### src/rtl/shifter_pkg.sv
// Shared definitions for the sequential barrel shifter: datapath sizing,
// shift-direction codes and the controller state encoding.
package shifter_pkg;

    localparam int SHIFT_DATA_W = 32;
    localparam int SHIFT_AMT_W  = $clog2(SHIFT_DATA_W);

    localparam logic DIR_LEFT  = 1'b0;
    localparam logic DIR_RIGHT = 1'b1;

    typedef enum logic [1:0] {
        IDLE  = 2'd0,
        SHIFT = 2'd1,
        DONE  = 2'd2
    } state_t;

endpackage

### src/rtl/shift_stage.sv
// One fixed-distance shifter stage: logical left or arithmetic right by AMT
// when enabled, otherwise a straight pass-through.
module shift_stage
    import shifter_pkg::*;
#(
    parameter int DATA_W = SHIFT_DATA_W,
    parameter int AMT    = 1
) (
    input  logic              i_en,
    input  logic              i_dir,
    input  logic [DATA_W-1:0] i_d,
    output logic [DATA_W-1:0] o_q
);

    // Right shifts replicate the current MSB so repeated stages stay arithmetic.
    always_comb begin
        o_q = i_d;
        if (i_en) begin
            case (i_dir)
                DIR_RIGHT: o_q = {{AMT{i_d[DATA_W-1]}}, i_d[DATA_W-1:AMT]};
                DIR_LEFT:  o_q = {i_d[DATA_W-1-AMT:0], {AMT{1'b0}}};
                default:   o_q = i_d;
            endcase
        end
    end

endmodule

### src/rtl/seq_barrel_shifter_32.sv
// Multi-cycle barrel shifter: applies one power-of-two stage per clock,
// walking the shift amount from its MSB down to bit 0.
module seq_barrel_shifter_32
    import shifter_pkg::*;
#(
    parameter int DATA_W = SHIFT_DATA_W,
    parameter int AMT_W  = $clog2(DATA_W)
) (
    input  logic              clk,
    input  logic              rst_n,
    input  logic              i_in_valid,
    output logic              o_in_ready,
    input  logic              i_sh_dir,
    input  logic [AMT_W-1:0]  i_sh_amt,
    input  logic [DATA_W-1:0] i_d_in,
    output logic              o_out_valid,
    input  logic              i_out_ready,
    output logic [DATA_W-1:0] o_d_out,
    output logic              o_busy
);

    localparam int K_W = $clog2(AMT_W);

    state_t                       r_state;
    state_t                       w_next_state;
    logic [DATA_W-1:0]            r_work;
    logic [AMT_W-1:0]             r_amt;
    logic                         r_dir;
    logic [K_W-1:0]               r_k;
    logic [AMT_W-1:0][DATA_W-1:0] w_stage_q;

    // Stage gi shifts by 2^gi; only the one selected by r_k is used each cycle.
    for (genvar gi = 0; gi < AMT_W; gi++) begin : g_stage
        shift_stage #(
            .DATA_W (DATA_W),
            .AMT    (1 << gi)
        ) u_stage (
            .i_en  (r_amt[gi]),
            .i_dir (r_dir),
            .i_d   (r_work),
            .o_q   (w_stage_q[gi])
        );
    end

    always_ff @(posedge clk or negedge rst_n) begin
        if (!rst_n) begin
            r_state <= IDLE;
        end else begin
            r_state <= w_next_state;
        end
    end

    always_comb begin
        w_next_state = r_state;
        o_in_ready   = 1'b0;
        o_out_valid  = 1'b0;
        o_busy       = 1'b0;
        case (r_state)
            IDLE: begin
                o_in_ready = 1'b1;
                if (i_in_valid) w_next_state = SHIFT;
            end
            SHIFT: begin
                o_busy = 1'b1;
                if (r_k == '0) w_next_state = DONE;
            end
            DONE: begin
                o_busy      = 1'b1;
                o_out_valid = 1'b1;
                if (i_out_ready) w_next_state = IDLE;
            end
            default: w_next_state = IDLE;
        endcase
    end

    // Operands are captured only on the accepting edge; later input changes are ignored.
    always_ff @(posedge clk or negedge rst_n) begin
        if (!rst_n) begin
            r_work <= '0;
            r_amt  <= '0;
            r_dir  <= 1'b0;
            r_k    <= K_W'(AMT_W - 1);
        end else if (r_state == IDLE && i_in_valid) begin
            r_work <= i_d_in;
            r_amt  <= i_sh_amt;
            r_dir  <= i_sh_dir;
            r_k    <= K_W'(AMT_W - 1);
        end else if (r_state == SHIFT) begin
            r_work <= w_stage_q[r_k];
            if (r_k != '0) r_k <= r_k - 1'b1;
        end
    end

    assign o_d_out = r_work;

endmodule

### config.mk
export PLATFORM = sky130hd
export DESIGN_NAME = seq_barrel_shifter_32
export DESIGN_NICKNAME = d
export VERILOG_FILES = /design/src/rtl/shifter_pkg.sv /design/src/rtl/shift_stage.sv /design/src/rtl/seq_barrel_shifter_32.sv
export SDC_FILE = /design/constraint.sdc
export NUM_CORES = 1
export LEC_CHECK = 0
export ABC_AREA = 1
export CAP_MARGIN = 20
export CORE_MARGIN = 3
export CORE_UTILIZATION = 55
export CTS_CLUSTER_DIAMETER = 200
export DETAILED_ROUTE_END_ITERATION = 10
export PLACE_DENSITY_LB_ADDON = 0.2
export SYNTH_ARGS = -nofsm -noshare
export SYNTH_HDL_FRONTEND = slang
export SYNTH_SLANG_ARGS = --single-unit
### constraint.sdc
create_clock -name clk -period 2.3 [get_ports clk]
set_clock_uncertainty 0.15 [all_clocks]
set_input_delay 0.345 -clock clk [delete_from_list [all_inputs] [get_ports clk]]
set_output_delay 0.345 -clock clk [all_outputs]
set_load 0.02 [all_outputs]
Word-level counts from Yosys, hierarchy flattened. Cells that the tools add are included.

Bits in registers: 43. Input port bits: 42.

Add/subtract/negate cells: 1. Order comparisons: 1. Eq/ne operators: 5. Muxes and demuxes: 24. Bitwise gates (word level): 1. Reductions and logical operators: 9.

Operator list (count): one-hot mux 32 bit (2 select lines) (5); two-way mux 32 bit (8); binary-select mux 32 bit (select 3 bit) (1); two-way mux 3 bit (3); two-way mux 2 bit (3); inequality test 2 bit (second input constant) (3); one-hot mux 2 bit (3 select lines) (1); < comparator 3 x 4 -> 1 bit (second input constant) (1); nonzero test 2 bit (2); zero test 3 bit (1); two-way mux 1 bit (3); AND reduction 3 bit (1); nonzero test 3 bit (1); subtractor 3 x 1 -> 3 bit (second input constant) (1); == test 2 x 1 -> 1 bit (second input constant) (1); == test 2 bit (second input constant) (1); zero test 2 bit (1); AND reduction 2 bit (1); OR reduction 2 bit (1); logical AND 1 bit (1); inverter 1 bit (1).

Depth between registers and ports, before layout.
Depth in word-level cells: 7. Depth in mapped cells: 13.

By module. Synthesis repeated with hierarchy kept, for this count alone.

Cell total of the unflattened synthesis: 1416. Area total of the unflattened synthesis: 7658.6 um^2.

By module, submodules not included: seq_barrel_shifter_32 (times used 1, cells each 751, area an instance 4057.6 um^2, sequential area each 1077.3 um^2); shift_stage at g_stage[2].u_stage (times used 1, cells each 138, area an instance 994.7 um^2, sequential area each 0.0 um^2); shift_stage at g_stage[1].u_stage (times used 1, cells each 143, area an instance 710.7 um^2, sequential area each 0.0 um^2); shift_stage at g_stage[0].u_stage (times used 1, cells each 145, area an instance 693.2 um^2, sequential area each 0.0 um^2); shift_stage at g_stage[3].u_stage (times used 1, cells each 129, area an instance 670.6 um^2, sequential area each 0.0 um^2); shift_stage at g_stage[4].u_stage (times used 1, cells each 110, area an instance 531.8 um^2, sequential area each 0.0 um^2).

Least setup slack after synthesis. OpenSTA, ideal clock, no wires.

Path type: register to register. From: reg r_state[0]. To: reg r_amt[0]. Arrival: 1.707 ns. Setup slack: 0.311 ns. Stages on the path, launching flop included: 8. Period minus slack after synthesis: 1.989 ns. Cells stage by stage: dfrtp_1 -> inv_1 -> ha_1 -> nand2_1 -> inv_2 -> buf_2 -> clkbuf_1 -> o21ai_0.

Longest elaborated chain between the ends: 2.

RTL lines: start: declaration (line seq_barrel_shifter_32.sv:24) `state_t r_state;`; start signal: assignment (line seq_barrel_shifter_32.sv:49) `r_state <= w_next_state;`; zero test 2 bit (line seq_barrel_shifter_32.sv:83) `end else if (r_state == IDLE && i_in_valid) begin`; logical AND 1 bit (line seq_barrel_shifter_32.sv:83); end signal: assignment (line seq_barrel_shifter_32.sv:85) `r_amt <= i_sh_amt;`; end: declaration (line seq_barrel_shifter_32.sv:27) `logic [AMT_W-1:0] r_amt;`.

Every way passes these cells. A chain may end at the register's enable or synchronous reset.

Worst setup path after layout.
From: reg r_state[0]. To: out o_in_ready.

Longest elaborated chain between the ends: 2.

RTL lines: zero test 2 bit (line seq_barrel_shifter_32.sv:58) `case (r_state)`; two-way mux 1 bit (line seq_barrel_shifter_32.sv:58); end: declaration (line seq_barrel_shifter_32.sv:12) `output logic o_in_ready,`.

Every way passes these cells.

==> results.md <==
* Pwr dens at 1210 mW/mm2
* Critical path class: flop to output pin
* Share of Yosys cell area claimed by the top area cell type at 50.6%
* Max transition margin at 65.5%
* Ant. Diodes at 0
* Share of cells above drive strength 1 at 5.73%
* Commonest cells post-synth: 611 x nand2_1, 42 x dfrtp_1, 31 x nand3_1
* Yosys cell types at 26
* Syn_area_per_cell at 5.22 um2
* Grt ovf at 0
* CTS Sinks at 43
* Final hold vios at 0
* Maximum vdd drop at 0.00115 V
* Maximum buffer depth of the clock tree at 2
* CORE AREA at 0.00785 mm2
* WHS at 0.373 ns
* Routed vias/inst at 5.65
* RSZ-0062 raised after global routing: no
* Mapped Cells at 868
* Synth-to-Final Area Change at 21.1%
* CTS buffer count at 5
* Port bufs at 76
* Worst path slowest cell: clkdlybuf4s50_1
* Critical path's largest stage delay at 0.64 ns
* Final setup violation count at 0
* Mapped Nets at 916
* Die ar. at 0.00937 mm2
* Dominant synthesized flop cell: dfrtp_1
* Postcts setup bufs at 0
* Critical Path RT at 1.80 ns
* Register area share after synthesis at 23.8%
* Status: complete, no violations
* Fin cells at 1,027
* Die X at 96.8 um
* CTS tree: done
* Post-synth top area cell: nand2_1
* Routability Congestion at 0.974
* H-tree Lvls at 2
* # nets final at 972
* Data arrival, critical path at 1.70 ns
* Hold WC Path Type: primary input to asynchronous set/reset pin
* Startpoint types: flop
* Max Cap Viol at 0
* Effective utilization at floorplan at 57.8%
* Via count at 5,805
* DRT antenna net count at 0
* Seq cells post-synth at 43
* Pre-Repair DR Iteration Count at 6
* Actual slew at the worst max-slew pin at 0.517 ns
* First-pass GRT wire length at 27,100 um
* Largest net degree at the start of global routing at 53
* Drc violations at 0
* Placed Instances at 1,016
* Tcrit/Tclk final at 95.6%
* CP endpoint kind: output pin
* Highest clock rate at 455 MHz
* Root Buffer: clkbuf_8
* Top-count cell post-synth: nand2_1
* Lkg Pwr at 3.49 nW
* Worst skew pair latency at 0.31 ns
* Gr usage total at 34.7%
* Crit-path cells: inv_1 > ha_1 > clkdlybuf4s50_1
* Core Rows at 32
* Setup tns final at 0 ns
* Max FO, Critical Path at 4
* Main area contributors after synthesis: nand2_1 51%, dfrtp_1 23%, nand3_1 3.4%
* Initial DRC count at 657
* Ys async rst share at 100%
* Synth warnings at 0
* EDFF count, synth at 0
* Antenna violations before repair at 0
* Post-DP HPWL at 11,700 um
* CTS clk-pin slew, worst paths at 0.10 ns
* Vias in the first global route at 5,369
* I/O pin count at 77
* Die height at 96.8 um
* Drt wl/cell at 16.3 um
* Synth Cell Area at 0.00453 mm2
* Count of pins over their slew limit at 0
* Fin util at 69.9%
* Minimum clock period at 2.20 ns
* Aggregate routed wire length at 16,800 um
## sequential cells by signal, summed over array words and instances, names as in the netlist
register,flops
r_k,3
r_amt,5
o_d_out,32
r_state,2
r_dir,1
## final timing paths
kind,start,to,slack (ns),cells past startpoint
setup / recovery,r_state[0],o_in_ready,0.10,3
hold / removal,rst_n,r_amt[3],0.37,2
setup reg to reg,r_state[0],o_d_out[26],0.20,9
hold reg to reg,o_d_out[0],o_d_out[0],0.39,2
max in group asynchronous,rst_n,r_k[2],1.05,3
min in group clk,o_d_out[0],o_d_out[0],0.39,2
## area by class of cell
class / instances / area, um2
Clock inverter: 2 / 13.8
Inverter: 30 / 119
Sequential cell: 43 / 1080
Timing Repair inverter: 2 / 15.0
Multi-Input combinational cell: 748 / 3120
Tap cell: 102 / 128
Clock buffer: 6 / 72.6
Timing Repair Buffer: 94 / 943
Fill cell: 735 / 2360
## per-stage QoR
step | worst slack [ns] | power, W | instance area [um2]
final | 0.101 | 0.00665 | 5490
after global routing | 0.0178 | 0.00715 | 5490
after CTS | -0.00351 | 0.00644 | 5450
after detailed placement | -0.136 | 0.00591 | 5350
after global placement | 0.0107 | 0.00576 | 5350
after floorplan | 0.311 | 0.00444 | 4530
## logic make-up (layout without fill, tap and decap cells)
family	count (synthesis)	in the layout	share of synthesized area [%]
adder cells (fa/ha/maj)	6	6	1.66
AO/OA/AOI/OAI	55	55	7.39
buffers and inverters	77	134	7.86
flip-flops	43	43	23.8
AND/OR/NAND/NOR	687	687	59.3
## power by group
group	internal, W	switching (W)	leakage, nW	total, W
sequential	0.00106	0.000375	0.562	0.00143
clock	0.000215	0.000297	0.0452	0.000512
combinational	0.00149	0.00321	2.88	0.00470
total	0.00276	0.00388	3.49	0.00665
## placed cells by master (no fill, tap or decap), drive strengths merged, types with 6 or more instances in the layout
master	n
buf	18
nor2	24
or2	9
a21oi	9
inv	29
a21boi	22
nand2	613
nand3b	6
ha	6
o21ai	22
clkbuf	6
nand3	31
dfrtp	42
clkdlybuf4s50	75
## metal layers
| metal | vias to the layer above | share of wire [%] | routed length (um) | track usage (%) |
|---|---|---|---|---|
| met4 | 0 | 1.6 | 263 | 8.32 |
| met2 | 388 | 44 | 7420 | 54.4 |
| li1 | 2762 | - | - | - |
| met3 | 29 | 12 | 1930 | 6.92 |
| met5 | - | 0 | 0 | 0 |
| met1 | 2626 | 43 | 7180 | 49.3 |
## worst max-delay path, delay by kind of cell, from the launching register on
kind,cells,cell delay (ns)
buf+inv,2,0.76
fa+ha+maj,1,0.24
flops,1,0.39
## what timing repair did
item / CTS / global route
pin swaps: 0 / 0
endpoints found under the setup margin: 31 / 31
gates cloned: 0 / 2
resized for setup: 1 / 9
hold endpoints to repair: 19 / 0
hold buffers: 1 / 0
(Power assumes the default switching activity.)
